### src/rtl/cp0_unit.sv
`default_nettype none
// ============================================================================
// Module   : cp0_unit
// Brief    : MIPS coprocessor 0 (SR, Cause, EPC, PRId) with interrupt/exception
//            arbitration, flush request and eret return address.
// Revision : 1.0 - initial release
// ============================================================================
module cp0_unit #(
    parameter logic [31:0] PRID    = 32'h0000_2021,
    parameter logic [4:0]  EXC_INT = 5'd0
) (
    input  logic        clk,
    input  logic        reset,
    input  logic [4:0]  A1,
    input  logic [4:0]  A2,
    input  logic [31:0] DIn,
    input  logic        WE,
    input  logic [31:0] PC,
    input  logic        BDIn,
    input  logic [4:0]  ExcCodeIn,
    input  logic [5:0]  HWInt,
    input  logic        EXLClr,
    output logic        Req,
    output logic [31:0] EPCOut,
    output logic [31:0] DOut
);

    localparam logic [4:0] c_reg_sr    = 5'd12;
    localparam logic [4:0] c_reg_cause = 5'd13;
    localparam logic [4:0] c_reg_epc   = 5'd14;
    localparam logic [4:0] c_reg_prid  = 5'd15;

    logic [5:0]  r_im;
    logic        r_exl;
    logic        r_ie;
    logic        r_bd;
    logic [5:0]  r_ip;
    logic [4:0]  r_exccode;
    logic [29:0] r_epc;     // EPC[31:2]; the low bits are always zero

    logic        w_int_req;
    logic        w_exc_req;
    logic [29:0] w_epc_next;
    logic        w_unused;

    assign w_int_req = (|(HWInt & r_im)) & r_ie & ~r_exl;
    assign w_exc_req = (ExcCodeIn != 5'd0) & ~r_exl;
    assign Req       = w_int_req | w_exc_req;

    // A delay-slot instruction restarts at its branch, one word earlier.
    assign w_epc_next = BDIn ? (PC[31:2] - 30'd1) : PC[31:2];
    assign w_unused   = ^PC[1:0];

    assign EPCOut = {r_epc, 2'b00};

    always_comb begin
        DOut = 32'h0;
        case (A1)
            c_reg_sr:    DOut = {16'h0, r_im, 8'h0, r_exl, r_ie};
            c_reg_cause: DOut = {r_bd, 15'h0, r_ip, 3'h0, r_exccode, 2'b00};
            c_reg_epc:   DOut = {r_epc, 2'b00};
            c_reg_prid:  DOut = PRID;
            default:     DOut = 32'h0;
        endcase
    end

    always_ff @(posedge clk) begin
        if (reset) begin
            r_im      <= 6'h0;
            r_exl     <= 1'b0;
            r_ie      <= 1'b0;
            r_bd      <= 1'b0;
            r_ip      <= 6'h0;
            r_exccode <= 5'h0;
            r_epc     <= 30'h0;
        end else begin
            r_ip <= HWInt;
            if (Req) begin
                r_exl     <= 1'b1;
                r_bd      <= BDIn;
                r_exccode <= w_int_req ? EXC_INT : ExcCodeIn;
                r_epc     <= w_epc_next;
            end else begin
                if (WE && (A2 == c_reg_sr)) begin
                    r_im  <= DIn[15:10];
                    r_exl <= DIn[1];
                    r_ie  <= DIn[0];
                end
                // eret overrides a simultaneous software write of EXL.
                if (EXLClr) begin
                    r_exl <= 1'b0;
                end
                if (WE && (A2 == c_reg_epc)) begin
                    r_epc <= DIn[31:2];
                end
            end
        end
    end

endmodule
`default_nettype wire

### config.mk
export PLATFORM = sky130hd
export DESIGN_NAME = cp0_unit
export DESIGN_NICKNAME = d
export VERILOG_FILES = /design/src/rtl/cp0_unit.sv
export SDC_FILE = /design/constraint.sdc
export NUM_CORES = 1
export LEC_CHECK = 0
export BUFFER_PORTS_ARGS = -buffer_cell sky130_fd_sc_hd__buf_2
export CAP_MARGIN = 30
export CORE_MARGIN = 5
export CORE_UTILIZATION = 47
export DETAILED_ROUTE_END_ITERATION = 12
export GPL_TIMING_DRIVEN = 0
export PLACE_DENSITY_LB_ADDON = 0.15
export SLEW_MARGIN = 20
export SYNTH_ARGS = -nofsm -noshare
export SYNTH_HDL_FRONTEND = slang
export SYNTH_SLANG_ARGS = --single-unit
### constraint.sdc
create_clock -name clk -period 2.7 [get_ports clk]
set_clock_uncertainty 0.2 [all_clocks]
set_input_delay 0.54 -clock clk [delete_from_list [all_inputs] [get_ports clk]]
set_output_delay 0.54 -clock clk [all_outputs]
set_load 0.02 [all_outputs]
==> impl_metrics.json, run 1 <==
{
  "synth_top_family_by_area": "simple AND/OR/NAND/NOR gates",
  "grt_overflow": 0,
  "critPathSlowestCell": "o311a_4",
  "arrival_ps": 1900,
  "dieArea_um2": 9592,
  "finalWeightedCongestion": 0.9239,
  "synth-seq-cells": 50,
  "critical_path.top_delay_family": "compound AO/OA/AOI/OAI gates",
  "synth.avg_cell_area_um2": 8.006,
  "cp_max_fo": 10,
  "critPathLaunchType": "primary input",
  "grt_pass1_vias": 4011,
  "drive_gt1_share_pct": 30.00,
  "synth_seq_area_share_pct": 27.54,
  "cts.sinks": 50,
  "drv_slew": 0,
  "drc": 0,
  "power_density_nw_per_um2": 392.1,
  "core-area_um2": 7647,
  "diodes": 0,
  "dp_slack_ps": -639.7,
  "synthMuxAreaShare_pct": 5.783,
  "cellLeakagePower_nw": 1.879,
  "min_period_ps": 2636,
  "critPathCaptureType": "output port",
  "final.setup.worst_slack_ps": 64.11,
  "pin_count": 155,
  "cts_inserted_buffers": 5,
  "root_buffer": "clkbuf_8",
  "wl_met2_mm": 5.735,
  "fp.dieH_um": 97.94,
  "seq_area_um2": 1002,
  "vias": 4255,
  "ant_nets": 0,
  "worstMarginPinSlew_ps": 729.4,
  "clkLatencyLatePin_ps": 300,
  "max_cap_violations": 0,
  "holdBufCountCts": 0,
  "required_ps": 1960,
  "grt_usage_pct": 25.10,
  "yosysTopAreaCellShare_pct": 27.54,
  "row_count": 32,
  "vias_per_cell": 5.976,
  "h-tree-depth": 2,
  "port_buffers": 147,
  "synth_fa_ha_area_share_pct": 0.3442,
  "grt_max_degree": 17,
  "cp_common_cell": "buf_2",
  "crit_type": "primary input to output port",
  "netlist_area_um2": 3635,
  "yosys_warnings": 0,
  "finalHoldWorstSlack_ps": 262.5,
  "outcome": "completed",
  "clk_pin_slew_worst_paths_ps": 100,
  "final_hold_viol_count": 0,
  "hpwlAfterDp_mm": 10.07,
  "relSlewSlack_pct": 51.11,
  "synthFlopType": "dfxtp_1",
  "wl_per_cell_um": 17.75,
  "grt_pass1_wl_mm": 20.18,
  "yosysTopAreaCell": "dfxtp_1",
  "syn2layout_area_growth_pct": 27.54,
  "finalCritPeriodShare_pct": 97.63,
  "fmax_mhz": 379.4,
  "cts_buffer_depth": 2,
  "synth.area.top_cells": "dfxtp_1 (28%), nor4_1 (8.3%), mux2i_1 (5.8%), o31a_1 (5.3%), clkbuf_1 (4.0%)",
  "synth-xor-area-share_pct": 1.687,
  "antenna_found_initial": 1,
  "async_flop_share_pct": 0,
  "fillCellCount": 725,
  "top_layer": "met4",
  "crit_buf_inv": 4,
  "cp_cell_sequence": "buf_2 -> a22o_1 -> o311a_4 -> nor2_2 -> inv_1 -> buf_4 -> buf_2",
  "hold_class": "primary input to register",
  "synth-simple-area-share_pct": 32.53,
  "synth-edff-count": 0,
  "final_util_pct": 60.62,
  "met3_length_mm": 1.127,
  "critPathMaxStageDelay_ps": 420,
  "postSynthCellCount": 454,
  "synthDistinctLibCells": 52,
  "rsz0062_at_grt": "no",
  "start_util_pct": 47.53,
  "met1_length_mm": 5.606,
  "setup_viol": 0,
  "multi_input_area_um2": 2372,
  "cts_tree": "done",
  "synth-compound-area-share_pct": 24.06,
  "die_w_um": 97.94,
  "ir_drop_v": 0.0001869,
  "final_nets": 700,
  "routed_wl_mm": 12.64,
  "drt_iter0_drc": 273,
  "firstDrtPassIters": 5
}
-- metal layers --
metal	up-vias	track usage (%)
li1	2046	-
met5	-	0
met3	14	4.643
met2	219	40.00
met4	0	5.538
met1	1976	35.33
-- placed cells by master, fill, tap and decap left out, types with 3 or more instances in the layout --
master	count
buf_2	150
dfxtp_1	49
nor4_1	48
clkbuf_1	36
nor2_1	25
inv_1	24
o31a_1	22
mux2i_1	21
and2_1	19
a211oi_1	18
a311oi_1	16
nand2b_1	16
a21oi_1	15
or4_1	15
o31ai_1	14
nor2b_1	9
nor3_1	9
or3_1	7
nand3_1	7
nand2_1	6
clkbuf_8	6
a22oi_1	5
xnor2_1	5
or3b_2	5
buf_4	4
a2111oi_0	4
o41ai_1	4
o21ai_0	3
a22o_1	3
nand4b_1	3
o21a_1	3
or2_2	3
-- Yosys cell counts (4+ instances only) --
cell	n
dfxtp_1	50
nor4_1	48
a311oi_1	16
nor3_1	9
clkbuf_1	39
inv_1	24
a21oi_1	15
o31ai_1	14
or4_1	15
or3_1	7
a211oi_1	18
nand3_1	7
a2111oi_0	4
nor2b_1	11
xnor2_1	5
a22oi_1	5
nand2_1	6
nor2_1	26
nand2b_1	16
or3b_2	5
o31a_1	22
o41ai_1	4
mux2i_1	21
and2_1	19
-- cell type report --
cell class                 instances  area share (%)
timing repair buffer             148           16.03
sequential                        50           21.62
clock inverter                     2          0.3779
multi-input combinational        333           51.17
buffer                            46           4.238
inverter                          25           2.024
tap                              102           2.753
clock buffer                       6           1.781
-- where the power goes --
part           leakage, nW  total (mW)  internal, mW  switching [mW]
Clock               0.0514       0.469         0.211           0.258
Sequential           0.415       0.840         0.793          0.0467
Combinational         1.41       0.508         0.203           0.306
Total                 1.88        1.82          1.21           0.610
-- final timing paths --
| path | end | slack (ps) | start | depth (start not counted) |
|---|---|---|---|---|
| setup / recovery | Req | 60 | HWInt[3] | 7 |
| hold / removal | r_ip[1]$_SDFF_PP0_ | 260 | HWInt[1] | 2 |
| setup reg to reg | r_epc[27]$_SDFFE_PP0P_ | 440 | r_im[3]$_SDFFE_PP0P_ | 5 |
| hold reg to reg | r_im[3]$_SDFFE_PP0P_ | 300 | r_im[3]$_SDFFE_PP0P_ | 2 |
-- sequential cells by signal, summed over array words and instances, names as in the netlist --
signal,count
r_bd,1
r_epc,30
r_exccode,5
r_exl,1
r_ie,1
r_im,6
r_ip,6
-- stage by stage --
stage	instances	power, mW	TNS, ps	cell area (µm²)
after floorplan	455	1.140	0	3638
after global placement	704	1.341	-6261	4502
after detailed placement	704	1.354	-7531	4502
after CTS	712	1.824	0	4633
after global routing	712	1.901	0	4636
final	712	1.818	0	4636
-- worst register-to-register path: cells and delay by family (launching register included) --
| family | cells | cell delay [ps] |
|---|---|---|
| AO/OA/AOI/OAI | 3 | 800 |
| AND/OR/NAND/NOR | 1 | 520 |
| flip-flops | 1 | 340 |
| buffers and inverters | 1 | 250 |
-- cell families (layout without fill, tap and decap cells) --
kind of cell / after synthesis / in the layout
buf+inv: 72 / 227
compound gates: 113 / 113
flops: 50 / 50
mux: 21 / 21
other cells: 1 / 2
fa+ha+maj: 1 / 1
simple gates: 189 / 189
xor+xnor: 7 / 7
-- timing repair --
item                                    in CTS  in global routing
hold endpoints to repair                     0                  0
setup buffers                                1                  0
endpoints found under the setup margin      19                  1
gates resized for setup                      8                  2
No activity file was read; power rests on OpenSTA's default activity.
==> inputs of run 2 (changes only) <==
--- a/config.mk
+++ b/config.mk
@@ -5,6 +5,7 @@
 export SDC_FILE = /design/constraint.sdc
 export NUM_CORES = 1
 export LEC_CHECK = 0
+export ABC_AREA = 1
 export BUFFER_PORTS_ARGS = -buffer_cell sky130_fd_sc_hd__buf_2
 export CAP_MARGIN = 30
 export CORE_MARGIN = 5
==> impl_metrics.json, run 2 <==
{
  "relSlewSlack_pct": 56.18,
  "root_buffer": "clkbuf_8",
  "worstMarginPinSlew_ps": 657.4,
  "wl_per_cell_um": 15.01,
  "synth.avg_cell_area_um2": 5.937,
  "cp_max_fo": 10,
  "cts.sinks": 50,
  "firstDrtPassIters": 5,
  "port_buffers": 148,
  "final_cell_mix": "nand2_1 (176), buf_2 (155), nor2_1 (96)",
  "syn2layout_area_growth_pct": 28.75,
  "row_count": 31,
  "outcome": "completed",
  "holdBufCountCts": 0,
  "final_hold_viol_count": 0,
  "grt_pass1_wl_mm": 19.29,
  "synth-edff-count": 0,
  "reg2reg_to": "r_epc[0]$_SDFFE_PP0P_",
  "final_nets": 831,
  "netlist_area_um2": 3473,
  "critPathCaptureType": "output port",
  "largest_register": "r_epc",
  "setup_viol": 0,
  "final_common_cell": "nand2_1",
  "min_from": "HWInt[1]",
  "min_period_ps": 2596,
  "p_sw_share_pct": 33.27,
  "diodes": 0,
  "required_ps": 1960,
  "synthDistinctLibCells": 37,
  "crit_type": "primary input to output port",
  "pin_count": 155,
  "grt_max_degree": 17,
  "pwr-share-seq_pct": 43.4,
  "drc": 0,
  "antenna_found_initial": 0,
  "yosys_warnings": 0,
  "routed_wl_mm": 12.61,
  "cts_inserted_buffers": 5,
  "p_int_mw": 1.271,
  "place_area_um2": 4342,
  "clock_power_share_pct": 30.9,
  "min_to": "r_ip[1]$_SDFF_PP0_",
  "fillCellCount": 783,
  "hold_class": "primary input to register",
  "ir_drop_v": 0.0002678,
  "grt_overflow": 0,
  "hpwlAfterDp_mm": 10.14,
  "setup_tns_ps": 0,
  "rrSetupSlack_ps": 810,
  "async_flop_share_pct": 0,
  "synth_common_cells": "nand2_1 (176), nor2_1 (97), inv_1 (71), dfxtp_1 (50), nand3_1 (37)",
  "vias_per_cell": 5.146,
  "postSynthCellCount": 585,
  "yosysTopAreaCell": "dfxtp_1",
  "cts_tree": "done",
  "cellLeakagePower_nw": 2.315,
  "dp_slack_ps": -274.2,
  "dieArea_um2": 9209,
  "start_util_pct": 48.14,
  "grt_usage_pct": 27.21,
  "yosysTopAreaCellShare_pct": 28.82,
  "cts_buffer_depth": 2,
  "arrival_ps": 1860,
  "synth_seq_area_share_pct": 28.82,
  "fin_area_um2": 4472,
  "core-area_um2": 7214,
  "final.setup.worst_slack_ps": 103.9,
  "fp.dieH_um": 95.97,
  "reg_top3": "r_epc x30, r_im x6, r_ip x6",
  "r2r_start": "r_im[4]$_SDFFE_PP0P_",
  "rsz0062_at_grt": "no",
  "synth.area.top_cells": "dfxtp_1 (29%), nand2_1 (19%), nor2_1 (10%), inv_1 (7.7%), nand3_1 (5.3%)",
  "max_cap_violations": 0,
  "drive_gt1_share_pct": 25.78,
  "power.total_mw": 1.905,
  "synth-seq-cells": 50,
  "power_density_nw_per_um2": 425.9,
  "fmax_mhz": 385.2,
  "finalWeightedCongestion": 0.9338,
  "ant_nets": 0,
  "clkLatencyLatePin_ps": 310,
  "synth_most_common_cell": "nand2_1",
  "drv_slew": 0,
  "drt_iter0_drc": 305,
  "power.switching_mw": 0.6336,
  "clk_pin_slew_worst_paths_ps": 110,
  "die_w_um": 95.97,
  "largest_reg_flops": 30,
  "finalCritPeriodShare_pct": 96.15,
  "vias": 4323,
  "synthFlopType": "dfxtp_1",
  "critPathLaunchType": "primary input",
  "h-tree-depth": 2,
  "grt_pass1_vias": 3921,
  "r2r_cells": 9,
  "pwr-share-comb_pct": 25.7,
  "worstHoldPathCells": 3
}
run 2: changes by cell type after synthesis, moves of 30 or more:
cell,before,now
nor4_1,48,0
inv_1,24,71
clkbuf_1,39,7
nand3_1,7,37
nand2_1,6,176
nor2_1,26,97
run 2: worst max path at each step:
stage | slack [ps] | to | startpoint
floorplan | 340 | DOut[14] | A1[0]
global placement | -250 | DOut[19] | A1[0]
detailed placement | -270 | DOut[19] | A1[0]
CTS | 60 | DOut[15] | A1[3]
global route | 40 | DOut[9] | A1[3]
finish | 100 | DOut[19] | A1[3]
run 2: what timing repair did:
item                                    in CTS  in global routing
endpoints found under the setup margin      22                  6
gates resized for setup                      3                  0
buffers inserted                             0                  0
pin swaps                                    0                  0
cloned                                       0                  0
run 2: cell type report:
type | instances | area (µm²) | share of cell area [%]
clock buffer | 6 | 82.58 | 1.847
clock inverter | 2 | 38.79 | 0.8674
multi-input combinational | 439 | 2067 | 46.22
timing repair buffer | 148 | 740.7 | 16.56
sequential | 50 | 1001 | 22.38
inverter | 74 | 277.8 | 6.212
tap | 99 | 123.9 | 2.770
buffer | 22 | 140.1 | 3.134
run 2: through the flow:
stage	util, %	hold slack, ps	instances
finish	61.98	233.0	840
global route	61.98	238.8	840
CTS	62.04	230.5	841
detailed placement	60.18	256.1	833
global placement	60.18	253.0	833
floorplan	-	243.0	586
run 2: cell families (layout without fill, tap and decap cells):
logic type	after synthesis	after routing	share of synthesized area, %
xor gates and xnor gates	11	11	2.774
AOI/OAI and AO/OA	88	88	14.19
and+or+nand+nor	337	337	41.61
buffers and inverters	97	252	12.14
DFF	50	50	28.82
other	1	2	0.1080
adders and majority gates	1	1	0.3602
run 2: worst max-delay path, stage by stage:
cell,delay (ps)
buf_2,80
nand2_1,80
nor2_4,260
nand2_1,160
clkbuf_1,330
nor2_1,210
buf_2,190
run 2: power by group through the flow:
stage | Clock, mW | Sequential [mW] | Combinational (mW)
5_1_grt | 0.618 | 0.835 | 0.541
4_1_cts | 0.586 | 0.826 | 0.485
6_report | 0.588 | 0.827 | 0.489
3_3_place_gp | 0 | 0.842 | 0.475
2_1_floorplan | 0 | 0.887 | 0.232
3_5_place_dp | 0 | 0.843 | 0.481
run 2: layer usage:
layer  vias to the layer above  part of all wire (%)  GRT usage [%]
li1                       2152                     -              -
met1                      1944                    45          39.51
met2                       218                    46          44.01
met3                         9                   9.0          2.737
met4                         0                  0.79          4.858
met5                         -                     0              0
==> inputs of run 3 (changes only) <==
--- a/config.mk
+++ b/config.mk
@@ -9,7 +9,7 @@
 export BUFFER_PORTS_ARGS = -buffer_cell sky130_fd_sc_hd__buf_2
 export CAP_MARGIN = 30
 export CORE_MARGIN = 5
-export CORE_UTILIZATION = 47
+export CORE_UTILIZATION = 48
 export DETAILED_ROUTE_END_ITERATION = 12
 export GPL_TIMING_DRIVEN = 0
 export PLACE_DENSITY_LB_ADDON = 0.15
==> impl_metrics.json, run 3 (synthesized netlist as in run 2, its figures left out) <==
{
  "fp.dieH_um": 95.07,
  "fmax_mhz": 395.5,
  "rsz0062_at_grt": "no",
  "drt_iter0_drc": 328,
  "reg2reg_to": "r_epc[0]$_SDFFE_PP0P_",
  "dieArea_um2": 9037,
  "diodes": 0,
  "core-area_um2": 7137,
  "p_int_mw": 1.158,
  "power_density_nw_per_um2": 405.8,
  "start_util_pct": 48.67,
  "grt_max_degree": 19,
  "largest_reg_flops": 30,
  "cts_buffer_depth": 2,
  "port_buffers": 148,
  "cp_common_cell": "nand2_1",
  "firstDrtPassIters": 6,
  "min_period_ps": 2528,
  "routed_wl_mm": 12.66,
  "pwr-share-seq_pct": 45.8,
  "final.setup.worst_slack_ps": 171.7,
  "pin_count": 155,
  "min_to": "r_ip[1]$_SDFF_PP0_",
  "final_cell_mix": "nand2_1 (176), buf_2 (155), nor2_1 (96)",
  "cts_tree": "done",
  "drive_gt1_share_pct": 25.78,
  "antenna_found_initial": 0,
  "r2r_start": "r_im[1]$_SDFFE_PP0P_",
  "syn2layout_area_growth_pct": 28.06,
  "critPathSlowestCell": "dfxtp_1",
  "critPathMaxStageDelay_ps": 400,
  "setup_viol": 0,
  "final_nets": 831,
  "reg_top3": "r_epc x30, r_im x6, r_ip x6",
  "largest_register": "r_epc",
  "p_sw_share_pct": 35.83,
  "r2r_cells": 9,
  "ant_nets": 0,
  "finalWeightedCongestion": 0.9549,
  "grt_pass1_wl_mm": 19.78,
  "dp.cells": 833,
  "arrival_ps": 1790,
  "h-tree-depth": 2,
  "cts_setup_buffers": 0,
  "relSlewSlack_pct": 57.22,
  "critPathLaunchType": "register",
  "clkLatencyLatePin_ps": 310,
  "worstHoldPathCells": 3,
  "drv_slew": 0,
  "grt_overflow": 0,
  "power.switching_mw": 0.6468,
  "cp_max_fo": 10,
  "hpwlAfterDp_mm": 10.45,
  "final_hold_viol_count": 0,
  "cts.sinks": 50,
  "setup_tns_ps": 0,
  "die_w_um": 95.07,
  "grt_usage_pct": 28.13,
  "final_common_cell": "nand2_1",
  "grt_pass1_vias": 4071,
  "finalCritPeriodShare_pct": 93.64,
  "drc": 0,
  "min_from": "HWInt[1]",
  "clk_pin_slew_worst_paths_ps": 100,
  "max_cap_violations": 0,
  "rrSetupSlack_ps": 800,
  "row_count": 31,
  "worstMarginPinSlew_ps": 641.7,
  "root_buffer": "clkbuf_8",
  "critPathCaptureType": "output port",
  "wl_per_cell_um": 15.07,
  "crit_type": "register to output port",
  "pwr-share-comb_pct": 27.2,
  "cp_cell_sequence": "nand2_1 -> nand2_1 -> nor2_1 -> nand2_1 -> nand3_4 -> nand2_4 -> buf_2 -> buf_2",
  "required_ps": 1960,
  "finalHoldWorstSlack_ps": 232.7,
  "fillCellCount": 772,
  "ir_drop_v": 0.0002168,
  "outcome": "completed",
  "vias": 4316,
  "hold_class": "primary input to register",
  "cellLeakagePower_nw": 2.303,
  "vias_per_cell": 5.138,
  "cts_inserted_buffers": 5,
  "dp_slack_ps": -162.2,
  "fin_cells": 840,
  "clock_power_share_pct": 27.0
}
-- run 3: cell count changes in the layout (fill, tap and decap cells not counted), sizes merged --
cell,previous run,this run
clkinv,0,2
clkbuf,12,11
bufinv,1,0
-- run 3: power groups by stage --
stage,clock (mW),sequential (mW),combinational (mW)
after global routing,0.522,0.834,0.541
after global placement,0,0.843,0.478
after floorplan,0,0.887,0.232
final,0.487,0.828,0.491
after CTS,0.489,0.826,0.487
after detailed placement,0,0.843,0.484
-- run 3: stage by stage --
step,area (µm²),utilization [%],power [mW]
3_5_place_dp,4342,60.83,1.327
6_report,4448,62.32,1.805
3_3_place_gp,4342,60.83,1.320
2_1_floorplan,3477,-,1.119
5_1_grt,4448,62.32,1.897
4_1_cts,4442,62.24,1.803
-- run 3: timing repair --
item                                    in CTS  in global routing
endpoints found under the setup margin      20                 10
pin swaps                                    0                  0
hold buffers                                 0                  0
resized for setup                            1                  2
-- run 3: per-layer routing --
| metal | wire (µm) | GRT usage [%] | part of all wire [%] |
|---|---|---|---|
| met1 | 5490 | 38.26 | 43 |
| met2 | 5748 | 46.65 | 45 |
| met3 | 1164 | 3.710 | 9.2 |
| met4 | 255 | 7.813 | 2.0 |
| met5 | 0 | 0 | 0 |
-- run 3: how the worst max path moves through the flow --
stage | from | endpoint | slack [ps] | depth (start not counted)
finish | r_im[1]$_SDFFE_PP0P_ | Req | 170 | 8
detailed placement | A1[0] | DOut[7] | -160 | 6
floorplan | A1[0] | DOut[14] | 340 | 4
global route | r_im[4]$_SDFFE_PP0P_ | Req | 60 | 8
global placement | A1[0] | DOut[18] | -150 | 6
CTS | A1[1] | DOut[7] | 50 | 7
-- run 3: worst max-delay path: cells and delay by family (launching register included) --
| family | cells | cell delay (ps) |
|---|---|---|
| and+or+nand+nor | 6 | 610 |
| buffers and inverters | 2 | 480 |
| DFF | 1 | 400 |
-- run 3: layout make-up --
class / count / area (µm²) / share of cell area (%)
clock buffer: 5 / 68.82 / 1.547
clock inverter: 3 / 28.78 / 0.6470
inverter: 74 / 277.8 / 6.245
multi-input combinational: 439 / 2067 / 46.47
timing repair buffer: 148 / 740.7 / 16.65
buffer: 22 / 140.1 / 3.150
tap: 99 / 123.9 / 2.785
sequential: 50 / 1001 / 22.50
